**config.mk**
```make
export PLATFORM = sky130hd
export DESIGN_NAME = move_player
export DESIGN_NICKNAME = d
export VERILOG_FILES = /design/src/rtl/move_player.sv
export SDC_FILE = /design/constraint.sdc
export NUM_CORES = 1
export LEC_CHECK = 0
export CAP_MARGIN = 20
export CORE_MARGIN = 2
export CORE_UTILIZATION = 40
export CTS_CLUSTER_SIZE = 10
export DETAILED_ROUTE_END_ITERATION = 10
export PLACE_DENSITY_LB_ADDON = 0.1
export SLEW_MARGIN = 20
export SYNTH_ARGS = -nofsm -noshare
export SYNTH_HDL_FRONTEND = slang
export SYNTH_SLANG_ARGS = --single-unit
export TNS_END_PERCENT = 50
```
**constraint.sdc**
```tcl
create_clock -name clk_d -period 5.9 [get_ports clk_d]
set_clock_uncertainty 0.2 [all_clocks]
set_input_delay 1.18 -clock clk_d [delete_from_list [all_inputs] [get_ports clk_d]]
set_output_delay 1.18 -clock clk_d [all_outputs]
set_load 0.005 [all_outputs]
```
**src/rtl/move_player.sv**
```systemverilog
// Scripted-move source: buffers move codes and replays them as one-cycle action/set strobes.
// Optional MOVE_PLAYER_LOOP_EN: replay wraps forever until win_flag or clear.
module move_player #(
  parameter int unsigned DEPTH = 16,
  parameter int unsigned GAP   = 3
) (
  input  logic                     clk_d,
  input  logic                     rst,
  input  logic                     clear,
  input  logic                     wr_en,
  input  logic [2:0]               wr_code,
  input  logic                     play,
  input  logic                     win_flag,
  output logic [3:0]               act_pulse,
  output logic                     set_pulse,
  output logic                     full,
  output logic                     busy,
  output logic                     done,
  output logic                     aborted,
  output logic [$clog2(DEPTH):0]   moves_sent
);

  localparam int unsigned AW = $clog2(DEPTH);
  localparam int unsigned CW = AW + 1;
  localparam int unsigned GW = $clog2(GAP + 1);

  typedef enum logic [1:0] {
    S_IDLE  = 2'd0,
    S_PULSE = 2'd1,
    S_GAP   = 2'd2,
    S_DONE  = 2'd3
  } state_t;

  state_t          state_q, state_d;
  logic [CW-1:0]   count_q, count_d;
  logic [CW-1:0]   idx_q, idx_d;
  logic [GW-1:0]   gcnt_q, gcnt_d;
  logic [CW-1:0]   sent_q, sent_d;
  logic            done_q, done_d;
  logic            abort_q, abort_d;
  logic [3:0]      act_q, act_d;
  logic            set_q, set_d;
  logic            full_q, busy_q;
  logic            wr_c;
  logic [2:0]      code_c;
  logic [2:0]      mem [DEPTH];

  // Next-state, buffer write enable and strobe decode for the cycle being entered
  always_comb begin
    state_d = state_q;
    count_d = count_q;
    idx_d   = idx_q;
    gcnt_d  = gcnt_q;
    sent_d  = sent_q;
    done_d  = done_q;
    abort_d = abort_q;
    act_d   = 4'b0000;
    set_d   = 1'b0;
    wr_c    = 1'b0;
    code_c  = 3'd5;

    if (clear) begin
      state_d = S_IDLE;
      count_d = '0;
      idx_d   = '0;
      gcnt_d  = '0;
      sent_d  = '0;
      done_d  = 1'b0;
      abort_d = 1'b0;
    end else begin
      case (state_q)
        S_IDLE, S_DONE: begin
          if (play) begin
            sent_d  = '0;
            abort_d = 1'b0;
            if (count_q != '0) begin
              state_d = S_PULSE;
              idx_d   = '0;
              done_d  = 1'b0;
            end else begin
              state_d = S_DONE;
              done_d  = 1'b1;
            end
          end else if (wr_en && (count_q < CW'(DEPTH))) begin
            wr_c    = 1'b1;
            count_d = count_q + CW'(1);
          end
        end
        S_PULSE: begin
          state_d = S_GAP;
          gcnt_d  = GW'(GAP);
          idx_d   = idx_q + CW'(1);
`ifdef MOVE_PLAYER_LOOP_EN
          if (sent_q != '1) sent_d = sent_q + CW'(1);
`else
          sent_d  = sent_q + CW'(1);
`endif
        end
        S_GAP: begin
          gcnt_d = gcnt_q - GW'(1);
          if (gcnt_q == GW'(1)) begin
`ifdef MOVE_PLAYER_LOOP_EN
            // Win is the only natural end of a looping replay
            if (win_flag) begin
              state_d = S_DONE;
              done_d  = 1'b1;
              abort_d = 1'b1;
            end else begin
              state_d = S_PULSE;
              if (idx_q == count_q) idx_d = '0;
            end
`else
            // Exhaustion wins over a simultaneous win indication
            if (idx_q == count_q) begin
              state_d = S_DONE;
              done_d  = 1'b1;
            end else if (win_flag) begin
              state_d = S_DONE;
              done_d  = 1'b1;
              abort_d = 1'b1;
            end else begin
              state_d = S_PULSE;
            end
`endif
          end
        end
        default: state_d = S_IDLE;
      endcase
    end

    if (state_d == S_PULSE) begin
      code_c = mem[idx_d[AW-1:0]];
      if (!code_c[2]) begin
        act_d = 4'b0001 << code_c[1:0];
      end else if (code_c == 3'd4) begin
        set_d = 1'b1;
      end
    end
  end

  // Move buffer storage; emptiness is tracked by count_q alone
  always_ff @(posedge clk_d) begin
    if (wr_c) mem[count_q[AW-1:0]] <= wr_code;
  end

  always_ff @(posedge clk_d or negedge rst) begin
    if (!rst) begin
      state_q <= S_IDLE;
      count_q <= '0;
      idx_q   <= '0;
      gcnt_q  <= '0;
      sent_q  <= '0;
      done_q  <= 1'b0;
      abort_q <= 1'b0;
      act_q   <= 4'b0000;
      set_q   <= 1'b0;
      full_q  <= 1'b0;
      busy_q  <= 1'b0;
    end else begin
      state_q <= state_d;
      count_q <= count_d;
      idx_q   <= idx_d;
      gcnt_q  <= gcnt_d;
      sent_q  <= sent_d;
      done_q  <= done_d;
      abort_q <= abort_d;
      act_q   <= act_d;
      set_q   <= set_d;
      full_q  <= (count_d == CW'(DEPTH));
      busy_q  <= (state_d == S_PULSE) || (state_d == S_GAP);
    end
  end

  assign act_pulse  = act_q;
  assign set_pulse  = set_q;
  assign full       = full_q;
  assign busy       = busy_q;
  assign done       = done_q;
  assign aborted    = abort_q;
  assign moves_sent = sent_q;

endmodule

```
# Word-level counts from Yosys, hierarchy flattened
# Memory sizes are Yosys's and may differ from the RTL's.
# Cells that the tools add are included.
# W data, S select, Z words.
[word_totals]
reg_bits = 28
latchBits = 0
ram_bits = 48
mem_bits_ro = 0
input_bits = 9
out_inout_bits = 14
wordCells = 89
mem_count = 1
[memory_table]
columns = ["memory", "depth", "word_bits", "read_ports", "rd_ports_with_merged_regs", "wr", "line", "source"]
rows = [
  ["mem", 16, 3, 1, 0, 1, "46", "logic [2:0] mem [DEPTH];"],
]
[op_classes]
addsub = 4
n_mul = 0
n_div = 0
order_cmp = 1
n_eq_ne = 15
shifts = 1
muxes = 43
bitwise_logic = 0
n_reduce_logical = 12
[ops]
columns = ["cell", "n"]
rows = [
  ["$mux W5", 9],
  ["$pmux W5 S2", 2],
  ["$mux W1", 19],
  ["$add A5 B1 Y5 const B", 3],
  ["$ne A3 B3 Y1 const B", 5],
  ["$mux W2", 7],
  ["$reduce_bool A3 Y1", 3],
  ["$mux W4", 2],
  ["$eq A2 B1 Y1 const B", 3],
  ["$eq A2 B2 Y1 const B", 3],
  ["$pmux W2 S3", 1],
  ["$eq A5 B5 Y1", 1],
  ["$eq A5 B5 Y1 const B", 1],
  ["$lt A5 B5 Y1 const B", 1],
  ["$reduce_and A5 Y1", 1],
  ["$reduce_bool A5 Y1", 1],
  ["$ne A4 B4 Y1 const B", 1],
  ["$pmux W1 S2", 2],
  ["$pmux W2 S2", 1],
  ["$reduce_and A4 Y1", 1],
  ["$shl A1 B2 Y4 const A", 1],
  ["$eq A3 B3 Y1 const B", 1],
  ["$reduce_and A3 Y1", 1],
  ["$logic_not A2 Y1", 1],
  ["5 further kinds", 5],
]

# Depth between registers and ports, before layout
# Gate-level depths: netlist of the first run.
# An unclocked memory read counts as a cell.
[depth]
ltp_word = 10
ltp_mapped = 13
ltp_nobuf = 11

# Least setup slack after synthesis of the first run
# No wires, ideal clock.
[synth_path]
path_type = "input to register"
from = "input port play"
to = "register set_q (netlist: set_pulse)"
setup_time_ns = 0.069
t_arrival_ns = 3.219
required_ns = 5.631
setup_slack_ns = 2.413
path_stages = 9
path_buffers = 1
path_cell_list = "clkbuf_1 -> inv_1 -> o21ai_0 -> nand3_1 -> o2bb2ai_1 -> nor4_1 -> or4_4 -> nand2b_4 -> nor2b_2"
[synth_between]
elab_chain_cells = 8
elab_cells_between_ends = 12
cone_classes = "eq/ne (2); mux (9); memory (1)"
[synth_lines]
columns = ["item", "line", "source"]
rows = [
  ["start: declaration", "12", "input logic play,"],
  ["$mux W5", "73", "if (play) begin"],
  ["$pmux W5 S2", "71", "case (state_q)"],
  ["$mux W5", "62", "if (clear) begin"],
  ["$mem_v2 Z16 W3", "-", ""],
  ["$eq A3 B3 Y1", "135", "end else if (code_c == 3'd4) begin"],
  ["$mux W1", "135", ""],
  ["$mux W1", "133", "if (!code_c[2]) begin"],
  ["$mux W1 (*)", "131", "if (state_d == S_PULSE) begin"],
  ["net set_d", "42", "logic set_q, set_d;"],
  ["end signal: assignment", "168", "set_q <= set_d;"],
  ["end: declaration", "42", ""],
]
# Mark *: on every way through the listed nets, which the timed path passes. The rest lies on a longest branch. The select of a mux whose other input is x is not followed.
# A chain may end at the register's enable or synchronous reset.

# Worst setup path after layout of the first run
[layout_path]
from = "input port clear"
to = "register set_q (netlist: set_pulse)"
[layout_between]
elab_chain_cells = 6
elab_cells_between_ends = 8
cone_classes = "eq/ne (2); mux (5); memory (1)"
[layout_lines]
columns = ["item", "line", "source"]
rows = [
  ["start: declaration", "9", "input logic clear,"],
  ["$mux W5", "62", ""],
  ["$mem_v2 Z16 W3", "-", ""],
  ["$eq A3 B3 Y1", "135", ""],
  ["$mux W1", "135", ""],
  ["$mux W1", "133", ""],
  ["$mux W1 (*)", "131", ""],
  ["net set_d", "42", ""],
]
# Mark *: on every way through the listed nets, which the timed path passes. The rest lies on a longest branch.

==> impl_metrics.xml, run 1 <==
<?xml version="1.0" encoding="UTF-8"?>
<metrics>
  <group name="setup_path">
    <metric name="cp_max_fo" unit="">21</metric>
    <metric name="cp_top_family" unit="">simple AND/OR/NAND/NOR gates</metric>
    <metric name="worst_ep_arrival_time" unit="ns">4.48</metric>
    <metric name="timing.critical_path.required" unit="ns">6.01</metric>
    <metric name="reg2regPathDepth" unit="">10</metric>
    <metric name="crit_path_top_delay_cell" unit="">sky130_fd_sc_hd__clkdlybuf4s50_1</metric>
    <metric name="setup.worst_path.start_class" unit="">input pin</metric>
    <metric name="critPathCaptureType" unit="">register</metric>
    <metric name="worstSetupPathType" unit="">input pin to register</metric>
    <metric name="regToRegStartpoint" unit="">count_q[0]$_DFF_PN0_</metric>
    <metric name="critical_path.n_buffers_inverters" unit="">1</metric>
    <metric name="rr_endpoint" unit="">act_pulse[1]$_DFF_PN0_</metric>
    <metric name="critical_path.cell_chain" unit="">clkdlybuf4s50_1, nor2b_1, a32o_1, nand3_1, o2bb2ai_1, nor4_1, or4_4, nand2b_4, nor2b_2</metric>
    <metric name="cpPeakStageDelay" unit="ns">0.82</metric>
    <metric name="rrSetupSlack" unit="ns">2.09</metric>
  </group>
  <group name="yosys">
    <metric name="ys_seq_area_frac" unit="">0.549</metric>
    <metric name="mappedNetlistNets" unit="">386</metric>
    <metric name="synth_most_common_cell" unit="">sky130_fd_sc_hd__edfxtp_1</metric>
    <metric name="register_bit_count_reported_by_yosys" unit="">76</metric>
    <metric name="synth_enable_flop_cells" unit="">48</metric>
    <metric name="post_synth_inst_count" unit="">367</metric>
    <metric name="post_synth_num_cell_types" unit="">65</metric>
    <metric name="ys.warnings.count" unit="">0</metric>
    <metric name="dominant_combinational_cell_family_by_area_after_synthesis" unit="">simple AND/OR/NAND/NOR gates</metric>
    <metric name="synth_top_cells_by_area" unit="">sky130_fd_sc_hd__edfxtp_1, sky130_fd_sc_hd__dfrtp_1, sky130_fd_sc_hd__nor2_1</metric>
    <metric name="post_synth_and_or_nand_nor_area_fraction" unit="">0.179</metric>
    <metric name="postSynth.asyncResetShare" unit="">0.368</metric>
    <metric name="yosys.area_share.adder" unit="">0.0321</metric>
    <metric name="synth.top_cell.area_share" unit="">0.370</metric>
    <metric name="synth_compound_area_frac" unit="">0.176</metric>
    <metric name="synth-xor-area-share" unit="">0.0180</metric>
    <metric name="post_syn_area_per_cell" unit="um2">10.6</metric>
    <metric name="muxShareOfSynthArea" unit="">0.00546</metric>
    <metric name="synthDominantAreaCellType" unit="">sky130_fd_sc_hd__edfxtp_1</metric>
    <metric name="syn-cell-area" unit="um2">3900</metric>
    <metric name="synth-main-ff-cell" unit="">sky130_fd_sc_hd__edfxtp_1</metric>
    <metric name="post_synth_most_frequent_cells" unit="">sky130_fd_sc_hd__edfxtp_1, sky130_fd_sc_hd__nor2_1, sky130_fd_sc_hd__dfrtp_1</metric>
  </group>
  <group name="hold_path">
    <metric name="hold_path_startpoint" unit="">gcnt_q[0]$_DFFE_PN0P_</metric>
    <metric name="holdPathEnd" unit="">gcnt_q[0]$_DFFE_PN0P_</metric>
    <metric name="min_delay_path_depth" unit="">1</metric>
    <metric name="timing.hold.worst.class" unit="">register to register</metric>
  </group>
  <group name="global_route">
    <metric name="grt_max_degree" unit="">29</metric>
    <metric name="antenna_found_initial" unit="">0</metric>
    <metric name="wire_length_of_the_first_global_routing_pass" unit="um">15600</metric>
    <metric name="grt.overflow.total" unit="">0</metric>
    <metric name="grt_use_total" unit="">0.202</metric>
    <metric name="vias_in_the_first_global_route" unit="">2806</metric>
  </group>
  <group name="cells_and_area">
    <metric name="final_util" unit="">0.465</metric>
    <metric name="filler_cell_count" unit="">924</metric>
    <metric name="areaGrowthSynthToFinish" unit="%">14.3</metric>
    <metric name="area.sequential" unit="um2">2140</metric>
    <metric name="post_route_cells_drive_above_1_share" unit="">0.0870</metric>
    <metric name="design.final.nets" unit="">405</metric>
    <metric name="multiInputGateArea" unit="um2">1600</metric>
    <metric name="n_antenna_cell" unit="">0</metric>
    <metric name="fin_cells" unit="">524</metric>
  </group>
  <group name="timing">
    <metric name="tns" unit="ns">0</metric>
    <metric name="worstMarginPinSlew" unit="ns">0.966</metric>
    <metric name="setup_viol" unit="">0</metric>
    <metric name="finalWorstSetupSlack" unit="ns">1.53</metric>
    <metric name="slew-limit-headroom" unit="">0.347</metric>
    <metric name="finalMaxSlewViolations" unit="">0</metric>
    <metric name="unrepaired_setup_endpoints_after_global_routing" unit="">no</metric>
    <metric name="max_freq" unit="MHz">229</metric>
    <metric name="post-route-period-util" unit="">0.741</metric>
    <metric name="hold_viol" unit="">0</metric>
    <metric name="period_needed" unit="ns">4.37</metric>
  </group>
  <group name="die">
    <metric name="coreArea" unit="um2">9590</metric>
    <metric name="io-pin-count" unit="">23</metric>
    <metric name="initial_core_util" unit="">0.406</metric>
    <metric name="dieHeight" unit="um">103</metric>
    <metric name="die_ar" unit="um2">10600</metric>
    <metric name="floorplan.rows" unit="">36</metric>
    <metric name="chipWidth" unit="um">103</metric>
  </group>
  <group name="clock_network">
    <metric name="cts_root_buffer" unit="">sky130_fd_sc_hd__clkbuf_8</metric>
    <metric name="ctsLongestPathBuffers" unit="">2</metric>
    <metric name="clkTransAtPathRegs" unit="ns">0.09</metric>
    <metric name="clock-sinks" unit="">76</metric>
    <metric name="clock_latency_late_sink" unit="ns">0.37</metric>
    <metric name="tritoncts" unit="">yes</metric>
    <metric name="hold_buffers" unit="">0</metric>
    <metric name="post-cts-setup-buffers" unit="">0</metric>
    <metric name="numCtsBuffers" unit="">9</metric>
    <metric name="htree_levels" unit="">3</metric>
    <metric name="cts_repair_resize_count" unit="">0</metric>
  </group>
  <group name="detailed_routing">
    <metric name="first_iter_violations" unit="">225</metric>
    <metric name="dr.pass1.iters" unit="">5</metric>
    <metric name="route.detailed.vias_per_inst" unit="">5.66</metric>
    <metric name="vias" unit="">2964</metric>
    <metric name="totalWireLength" unit="um">9820</metric>
    <metric name="total_drc_errors_in_the_routed_layout" unit="">0</metric>
    <metric name="route.detailed.wl_per_inst" unit="um">18.7</metric>
    <metric name="detail-route-antenna-nets" unit="">0</metric>
  </group>
  <group name="power">
    <metric name="vdd.ir_drop.worst" unit="mV">0.165</metric>
    <metric name="cellPowerDensity" unit="nW/um2">354</metric>
    <metric name="p_leak" unit="uW">0.00162</metric>
  </group>
  <group name="place">
    <metric name="global_placement_routability_congestion" unit="">0.975</metric>
    <metric name="dp_hpwl" unit="um">6980</metric>
    <metric name="count_of_buffers_from_port_buffering" unit="">22</metric>
    <metric name="placed_cells_incl_taps" unit="">508</metric>
    <metric name="detailedPlace.worstSlack" unit="ns">1.20</metric>
  </group>
  <group name="job">
    <metric name="max_cap_violations" unit="">0</metric>
  </group>
  <group name="run_status">
    <metric name="status" unit="">finished, final reports clean</metric>
  </group>
</metrics>
-- registers in the layout, summed over array words and instances, names as in the netlist --
register	count
aborted	1
act_pulse	4
busy	1
count_q	5
done	1
full	1
gcnt_q	2
idx_q	5
mem	48
moves_sent	5
set_pulse	1
state_q	2
-- power by group --
part | internal (uW) | leakage [uW] | switching [uW]
combinational | 195 | 0.000698 | 313
sequential | 600 | 0.000813 | 33.4
clock | 208 | 0.000111 | 227
-- worst reg2reg max path, delay by kind of cell, from the launching register on --
kind                     cells  cell delay [ns]
AND/OR/NAND/NOR              6             2.13
AO/OA/AOI/OAI                2             0.64
flip-flops                   1             0.48
adder cells (fa/ha/maj)      1             0.20
buffers and inverters        1             0.12
-- cell type report --
class / count / share of cell area
clock buffer: 9 / 0.0278
clock inverter: 7 / 0.0213
tap: 133 / 0.0373
sequential: 76 / 0.481
inverter: 19 / 0.0171
multi-input combinational: 254 / 0.360
timing repair buffer: 26 / 0.0561
-- through the flow --
step	total power, uW	instance area, um2	hold WS [ns]
global placement	1140	4240	0.280
finish	1580	4460	0.300
detailed placement	1150	4240	0.285
global route	1680	4460	0.325
floorplan	996	3900	0.262
CTS	1580	4460	0.302
-- per-layer routing --
layer	global-route usage	vias up	wire length (um)
li1	-	1414	-
met1	0.298	1438	4660
met2	0.288	92	4410
met3	0.0339	20	488
met4	0.101	0	263
met5	0	-	0
-- worst max path at each step --
stage | from | to | slack [ns] | cells past startpoint
after CTS | clear | set_pulse$_DFF_PN0_ | 1.60 | 9
after global placement | clear | set_pulse$_DFF_PN0_ | 1.31 | 9
after global routing | clear | act_pulse[0]$_DFF_PN0_ | 1.27 | 9
after floorplan | play | set_pulse$_DFF_PN0_ | 2.41 | 9
final | clear | set_pulse$_DFF_PN0_ | 1.53 | 9
after detailed placement | clear | set_pulse$_DFF_PN0_ | 1.20 | 9
-- kinds of logic (layout without fill, tap and decap cells) --
| family | after synthesis | count (layout) |
|---|---|---|
| buffers and inverters | 37 | 61 |
| and+or+nand+nor | 138 | 138 |
| adders and majority gates | 10 | 10 |
| DFF | 76 | 76 |
| muxes | 2 | 2 |
| xor gates and xnor gates | 8 | 8 |
| AOI/OAI and AO/OA | 96 | 96 |
-- placed cells by master, fill, tap and decap left out, types with 4 or more instances in the layout --
cell	synthesis	final
sky130_fd_sc_hd__and3_1	4	4
sky130_fd_sc_hd__inv_1	18	18
sky130_fd_sc_hd__xnor2_1	4	4
sky130_fd_sc_hd__clkdlybuf4s50_1	0	22
sky130_fd_sc_hd__ha_1	10	10
sky130_fd_sc_hd__dfrtp_1	28	28
sky130_fd_sc_hd__a211oi_1	4	4
sky130_fd_sc_hd__xor2_1	4	4
sky130_fd_sc_hd__o21ai_0	21	21
sky130_fd_sc_hd__a221oi_1	8	8
sky130_fd_sc_hd__nand3_1	10	10
sky130_fd_sc_hd__nand2_1	24	24
sky130_fd_sc_hd__clkbuf_8	0	9
sky130_fd_sc_hd__a21oi_1	21	21
sky130_fd_sc_hd__nand2b_1	6	6
sky130_fd_sc_hd__o2bb2ai_1	9	9
sky130_fd_sc_hd__a2bb2oi_1	4	4
sky130_fd_sc_hd__buf_4	0	4
sky130_fd_sc_hd__nor2b_1	4	4
sky130_fd_sc_hd__edfxtp_1	48	48
sky130_fd_sc_hd__nor4_1	9	9
sky130_fd_sc_hd__nor2_1	45	45
sky130_fd_sc_hd__nor3_1	16	16
(Power assumes the default switching activity.)
==> inputs of run 2 (changes only) <==
==> constraint.sdc (replaced) <==
create_clock -name clk_d -period 4.3 [get_ports clk_d]
set_clock_uncertainty 0.2 [all_clocks]
set_input_delay 0.86 -clock clk_d [delete_from_list [all_inputs] [get_ports clk_d]]
set_output_delay 0.86 -clock clk_d [all_outputs]
set_load 0.005 [all_outputs]
==> run 2 against run 1 <==
Compared with the run above:
- cell count up 0.95%
- critical path depth unchanged
- non-clock buffer count up 5
- total power up 33%
- global-route usage about the same
- core utilization down 0.065 points
- wire length up 0.79%
- combinational power up 42%
- sequential power up 37%
- register-to-register slack worse by 1.4 ns
- critical path type unchanged
- highest routed layer unchanged
==> impl_metrics.xml, run 2 (synthesized netlist as in run 1, its figures left out) <==
<?xml version="1.0" encoding="UTF-8"?>
<metrics>
  <group name="power">
    <metric name="cellPowerDensity" unit="nW/um2">470</metric>
    <metric name="vdd.ir_drop.worst" unit="mV">0.179</metric>
    <metric name="p_leak" unit="uW">0.00163</metric>
  </group>
  <group name="timing">
    <metric name="period_needed" unit="ns">3.63</metric>
    <metric name="hold_viol" unit="">0</metric>
    <metric name="slew-limit-headroom" unit="">0.564</metric>
    <metric name="finalMaxSlewViolations" unit="">0</metric>
    <metric name="setup_viol" unit="">0</metric>
    <metric name="post-route-period-util" unit="">0.845</metric>
    <metric name="max_freq" unit="MHz">275</metric>
    <metric name="tns" unit="ns">0</metric>
    <metric name="worstMarginPinSlew" unit="ns">0.651</metric>
    <metric name="unrepaired_setup_endpoints_after_global_routing" unit="">no</metric>
  </group>
  <group name="die">
    <metric name="coreArea" unit="um2">9590</metric>
    <metric name="initial_core_util" unit="">0.406</metric>
    <metric name="io-pin-count" unit="">23</metric>
    <metric name="floorplan.rows" unit="">36</metric>
    <metric name="chipWidth" unit="um">103</metric>
    <metric name="dieHeight" unit="um">103</metric>
    <metric name="die_ar" unit="um2">10600</metric>
  </group>
  <group name="setup_path">
    <metric name="worstSetupPathType" unit="">input pin to register</metric>
    <metric name="critPathCaptureType" unit="">register</metric>
    <metric name="timing.critical_path.required" unit="ns">4.40</metric>
    <metric name="setup.worst_path.start_class" unit="">input pin</metric>
    <metric name="worst_ep_arrival_time" unit="ns">3.74</metric>
    <metric name="rrSetupSlack" unit="ns">0.67</metric>
    <metric name="cp_max_fo" unit="">8</metric>
  </group>
  <group name="cells_and_area">
    <metric name="areaGrowthSynthToFinish" unit="%">14.2</metric>
    <metric name="post_route_cells_drive_above_1_share" unit="">0.0960</metric>
    <metric name="largest_register_ffs" unit="">48</metric>
    <metric name="design.final.nets" unit="">410</metric>
    <metric name="final_common_cell" unit="">sky130_fd_sc_hd__edfxtp_1</metric>
    <metric name="filler_cell_count" unit="">918</metric>
    <metric name="layout.cells.most_common_list" unit="">sky130_fd_sc_hd__edfxtp_1, sky130_fd_sc_hd__nor2_1, sky130_fd_sc_hd__dfrtp_1</metric>
    <metric name="final_cell_area" unit="um2">4450</metric>
    <metric name="n_antenna_cell" unit="">0</metric>
    <metric name="final_util" unit="">0.464</metric>
  </group>
  <group name="clock_network">
    <metric name="hold_buffers" unit="">0</metric>
    <metric name="post-cts-setup-buffers" unit="">0</metric>
    <metric name="numCtsBuffers" unit="">9</metric>
    <metric name="clkTransAtPathRegs" unit="ns">0.09</metric>
    <metric name="ctsLongestPathBuffers" unit="">2</metric>
    <metric name="cts_repair_resize_count" unit="">0</metric>
    <metric name="htree_levels" unit="">3</metric>
    <metric name="cts_root_buffer" unit="">sky130_fd_sc_hd__clkbuf_8</metric>
    <metric name="clock_latency_late_sink" unit="ns">0.36</metric>
    <metric name="tritoncts" unit="">yes</metric>
    <metric name="clock-sinks" unit="">76</metric>
  </group>
  <group name="place">
    <metric name="place_area" unit="um2">4280</metric>
    <metric name="dp_hpwl" unit="um">7060</metric>
    <metric name="global_placement_routability_congestion" unit="">0.915</metric>
    <metric name="count_of_buffers_from_port_buffering" unit="">22</metric>
  </group>
  <group name="global_route">
    <metric name="vias_in_the_first_global_route" unit="">2836</metric>
    <metric name="antenna_found_initial" unit="">0</metric>
    <metric name="grt_use_total" unit="">0.202</metric>
    <metric name="grt_max_degree" unit="">29</metric>
    <metric name="grt.overflow.total" unit="">0</metric>
    <metric name="wire_length_of_the_first_global_routing_pass" unit="um">15700</metric>
  </group>
  <group name="hold_path">
    <metric name="timing.hold.worst.class" unit="">register to register</metric>
  </group>
  <group name="detailed_routing">
    <metric name="first_iter_violations" unit="">197</metric>
    <metric name="dr.pass1.iters" unit="">5</metric>
    <metric name="route.detailed.vias_per_inst" unit="">5.69</metric>
    <metric name="detail-route-antenna-nets" unit="">0</metric>
    <metric name="total_drc_errors_in_the_routed_layout" unit="">0</metric>
    <metric name="totalWireLength" unit="um">9900</metric>
    <metric name="vias" unit="">3011</metric>
    <metric name="route.detailed.wl_per_inst" unit="um">18.7</metric>
  </group>
  <group name="job">
    <metric name="max_cap_violations" unit="">0</metric>
  </group>
  <group name="run_status">
    <metric name="status" unit="">finished, final reports clean</metric>
  </group>
</metrics>
-- run 2: changes by cell type in the layout (fill, tap and decap cells not counted), sizes merged --
cell / delta
clkinv: +2
buf: +5
bufinv: -1
inv: -1
-- run 2: final timing paths --
kind | from | to | cells past startpoint
setup / recovery | play | set_pulse$_DFF_PN0_ | 9
hold / removal | aborted$_DFFE_PN0P_ | aborted$_DFFE_PN0P_ | 1
setup reg to reg | count_q[0]$_DFF_PN0_ | act_pulse[1]$_DFF_PN0_ | 12
hold reg to reg | aborted$_DFFE_PN0P_ | aborted$_DFFE_PN0P_ | 1
max in group asynchronous | rst | count_q[1]$_DFF_PN0_ | 2
min in group asynchronous | rst | moves_sent[4]$_DFFE_PN0P_ | 2
-- run 2: final cells by class --
type	instances	area (um2)	share of cell area
Clock buffer	9	124	0.0278
Timing Repair Buffer	31	288	0.0647
Inverter	19	76.3	0.0171
Multi-Input combinational cell	254	1600	0.360
Clock inverter	7	51.3	0.0115
Tap cell	133	166	0.0374
Sequential cell	76	2140	0.481
-- run 2: layer usage --
metal / global-route usage / wire [um] / vias to the layer above
li1: - / - / 1416
met1: 0.296 / 4850 / 1459
met2: 0.294 / 4260 / 112
met3: 0.0373 / 519 / 24
met4: 0.0882 / 265 / 0
met5: 0 / 0 / -
-- run 2: power by group --
part           leakage [uW]  internal (uW)  switching (uW)  total (uW)
combinational      0.000724            277             443         720
sequential         0.000813            824            46.5         870
clock             0.0000929            213             289         503
-- run 2: worst max-delay path, cell delays in order --
cell                              delay [ns]
sky130_fd_sc_hd__clkdlybuf4s50_1        0.68
sky130_fd_sc_hd__inv_1                  0.18
sky130_fd_sc_hd__o21ai_0                0.44
sky130_fd_sc_hd__nand3_1                0.38
sky130_fd_sc_hd__o2bb2ai_1              0.25
sky130_fd_sc_hd__nor4_1                 0.08
sky130_fd_sc_hd__or4_4                  0.57
sky130_fd_sc_hd__nand2b_4               0.16
sky130_fd_sc_hd__nor2b_2                0.12
-- run 2: per-stage QoR --
step	hold WS (ns)	total power (uW)	std cells	setup slack, ns
3_5_place_dp	0.286	1600	513	0.344
5_1_grt	0.322	2230	529	0.434
4_1_cts	0.304	2100	529	0.658
6_report	0.300	2090	529	0.667
2_1_floorplan	0.262	1370	367	1.13
3_3_place_gp	0.278	1600	513	0.437
==> inputs of run 3 (changes only) <==
==> constraint.sdc (replaced) <==
create_clock -name clk_d -period 3.5 [get_ports clk_d]
set_clock_uncertainty 0.2 [all_clocks]
set_input_delay 0.7 -clock clk_d [delete_from_list [all_inputs] [get_ports clk_d]]
set_output_delay 0.7 -clock clk_d [all_outputs]
set_load 0.005 [all_outputs]
==> run 3 against run 2 <==
Compared with the run above:
- sequential share of layout area shrank 2.1 points
- wire length grew 2.4%
- cell count grew 4.5%
- register-to-register slack lost 0.48 ns
- flip-flop and latch count is the same
- via count grew 2.3%
- setup slack lost 0.48 ns
- critical path depth grew 3
- cell area grew 4.6%
- total power grew 29%
- count of clock-buffer cells in the layout grew 1
- critical path type is now register to register
- highest routed layer unchanged
==> impl_metrics.xml, run 3 (synthesized netlist as in run 1, its figures left out) <==
<?xml version="1.0" encoding="UTF-8"?>
<metrics>
  <group name="clock_network">
    <metric name="numCtsBuffers" unit="">9</metric>
    <metric name="clkTransAtPathRegs" unit="ns">0.08</metric>
    <metric name="htree_levels" unit="">3</metric>
    <metric name="clock_latency_late_sink" unit="ns">0.37</metric>
    <metric name="clock-sinks" unit="">76</metric>
    <metric name="tritoncts" unit="">yes</metric>
    <metric name="cts_root_buffer" unit="">sky130_fd_sc_hd__clkbuf_8</metric>
    <metric name="ctsLongestPathBuffers" unit="">2</metric>
  </group>
  <group name="place">
    <metric name="dp_hpwl" unit="um">7440</metric>
    <metric name="count_of_buffers_from_port_buffering" unit="">22</metric>
    <metric name="global_placement_routability_congestion" unit="">0.914</metric>
    <metric name="placed_cells_incl_taps" unit="">537</metric>
  </group>
  <group name="job">
    <metric name="max_cap_violations" unit="">0</metric>
  </group>
  <group name="timing">
    <metric name="worstMarginPinSlew" unit="ns">0.611</metric>
    <metric name="finalMaxSlewViolations" unit="">0</metric>
    <metric name="period_needed" unit="ns">3.31</metric>
    <metric name="unrepaired_setup_endpoints_after_global_routing" unit="">no</metric>
    <metric name="slew-limit-headroom" unit="">0.589</metric>
    <metric name="post-route-period-util" unit="">0.947</metric>
    <metric name="max_freq" unit="MHz">302</metric>
    <metric name="setup_viol" unit="">0</metric>
    <metric name="hold_viol" unit="">0</metric>
  </group>
  <group name="setup_path">
    <metric name="timing.critical_path.required" unit="ns">3.58</metric>
    <metric name="worstSetupPathType" unit="">register to register</metric>
    <metric name="setup.worst_path.start_class" unit="">register</metric>
    <metric name="critPathCaptureType" unit="">register</metric>
    <metric name="worst_ep_arrival_time" unit="ns">3.39</metric>
    <metric name="cp_max_fo" unit="">14</metric>
  </group>
  <group name="global_route">
    <metric name="antenna_found_initial" unit="">0</metric>
    <metric name="wire_length_of_the_first_global_routing_pass" unit="um">15700</metric>
    <metric name="grt_max_degree" unit="">29</metric>
    <metric name="grt.overflow.total" unit="">0</metric>
    <metric name="grt_use_total" unit="">0.201</metric>
    <metric name="vias_in_the_first_global_route" unit="">2895</metric>
  </group>
  <group name="run_status">
    <metric name="status" unit="">finished, final reports clean</metric>
  </group>
  <group name="detailed_routing">
    <metric name="route.detailed.wl_per_inst" unit="um">18.3</metric>
    <metric name="vias" unit="">3081</metric>
    <metric name="first_iter_violations" unit="">172</metric>
    <metric name="total_drc_errors_in_the_routed_layout" unit="">0</metric>
    <metric name="totalWireLength" unit="um">10100</metric>
    <metric name="dr.pass1.iters" unit="">5</metric>
    <metric name="route.detailed.vias_per_inst" unit="">5.57</metric>
    <metric name="detail-route-antenna-nets" unit="">0</metric>
  </group>
  <group name="die">
    <metric name="coreArea" unit="um2">9590</metric>
    <metric name="dieHeight" unit="um">103</metric>
    <metric name="chipWidth" unit="um">103</metric>
    <metric name="initial_core_util" unit="">0.406</metric>
    <metric name="io-pin-count" unit="">23</metric>
    <metric name="die_ar" unit="um2">10600</metric>
    <metric name="floorplan.rows" unit="">36</metric>
  </group>
  <group name="cells_and_area">
    <metric name="largest_register_ffs" unit="">48</metric>
    <metric name="fin_cells" unit="">553</metric>
    <metric name="post_route_cells_drive_above_1_share" unit="">0.148</metric>
    <metric name="n_antenna_cell" unit="">0</metric>
    <metric name="layout.cells.most_common_list" unit="">sky130_fd_sc_hd__edfxtp_1, sky130_fd_sc_hd__nor2_1, sky130_fd_sc_hd__buf_4</metric>
    <metric name="areaGrowthSynthToFinish" unit="%">19.4</metric>
    <metric name="final_common_cell" unit="">sky130_fd_sc_hd__edfxtp_1</metric>
    <metric name="design.final.nets" unit="">434</metric>
  </group>
  <group name="hold_path">
    <metric name="timing.hold.worst.class" unit="">register to register</metric>
  </group>
  <group name="power">
    <metric name="p_leak" unit="uW">0.00175</metric>
    <metric name="totalPowerFinal" unit="uW">2710</metric>
    <metric name="cellPowerDensity" unit="nW/um2">581</metric>
    <metric name="vdd.ir_drop.worst" unit="mV">0.186</metric>
  </group>
</metrics>
==> run 3: timing repair <==
item                                    CTS  global route
hold buffers                              0             0
setup buffers                             0             0
resized for setup                         0             2
endpoints found under the setup margin    0             1
endpoints found under the hold margin     0             0
==> run 3: final timing paths <==
path                            slack (ns)                  from                     end  cells past startpoint
worst max-delay path                  0.19  count_q[1]$_DFF_PN0_  act_pulse[3]$_DFF_PN0_                     12
worst min register to register        0.29   aborted$_DFFE_PN0P_     aborted$_DFFE_PN0P_                      1
worst min-delay path                  0.29   aborted$_DFFE_PN0P_     aborted$_DFFE_PN0P_                      1
min in group asynchronous             0.50                   rst   gcnt_q[0]$_DFFE_PN0P_                      2
max in group asynchronous             2.32                   rst          full$_DFF_PN0_                      2
worst max register to register        0.19  count_q[1]$_DFF_PN0_  act_pulse[3]$_DFF_PN0_                     12
==> run 3: worst max-delay path: stages, from the launching register on <==
cell and delay, ns:
sky130_fd_sc_hd__dfrtp_1 0.39, sky130_fd_sc_hd__inv_1 0.08, sky130_fd_sc_hd__ha_1 0.19, sky130_fd_sc_hd__or4b_4 0.55, sky130_fd_sc_hd__a2111oi_4 0.45, sky130_fd_sc_hd__nor2_2 0.10, sky130_fd_sc_hd__clkinv_4 0.13, sky130_fd_sc_hd__buf_4 0.13
sky130_fd_sc_hd__a221oi_1 0.04, sky130_fd_sc_hd__nor4_1 0.48, sky130_fd_sc_hd__nor4_2 0.11, sky130_fd_sc_hd__buf_4 0.18, sky130_fd_sc_hd__nor3b_1 0.18
==> run 3: metal layers <==
metal,GRT usage,vias to the layer above,share of wire
met1,0.293,1506,0.48
met2,0.296,91,0.45
met4,0.0882,0,0.021
li1,-,1466,-
met3,0.0332,18,0.055
met5,0,-,0
==> run 3: cell type report <==
cell class,instances,area (um2)
clock buffers,10,128
clock inverters,6,62.6
fillers,926,4940
inverters,19,76.3
multi-input cells,254,1610
flip-flops and latches,76,2140
well taps,133,166
repair buffers,55,468
==> run 3: power by group <==
group | internal, uW | total (uW) | switching, uW
combinational | 415 | 990 | 575
sequential | 1010 | 1050 | 34.4
clock | 328 | 670 | 342
==> run 3: stage by stage <==
step | TNS, ns | utilization | setup WS (ns) | hold slack (ns) | area (um2)
6_report | 0 | 0.485 | 0.186 | 0.291 | 4660
5_1_grt | 0 | 0.485 | 0.0203 | 0.319 | 4660
4_1_cts | 0 | 0.484 | 0.210 | 0.298 | 4650
3_5_place_dp | 0 | 0.464 | 0.0612 | 0.280 | 4460
3_3_place_gp | -0.0118 | 0.464 | -0.0118 | 0.281 | 4460
2_1_floorplan | 0 | - | 0.364 | 0.204 | 3900
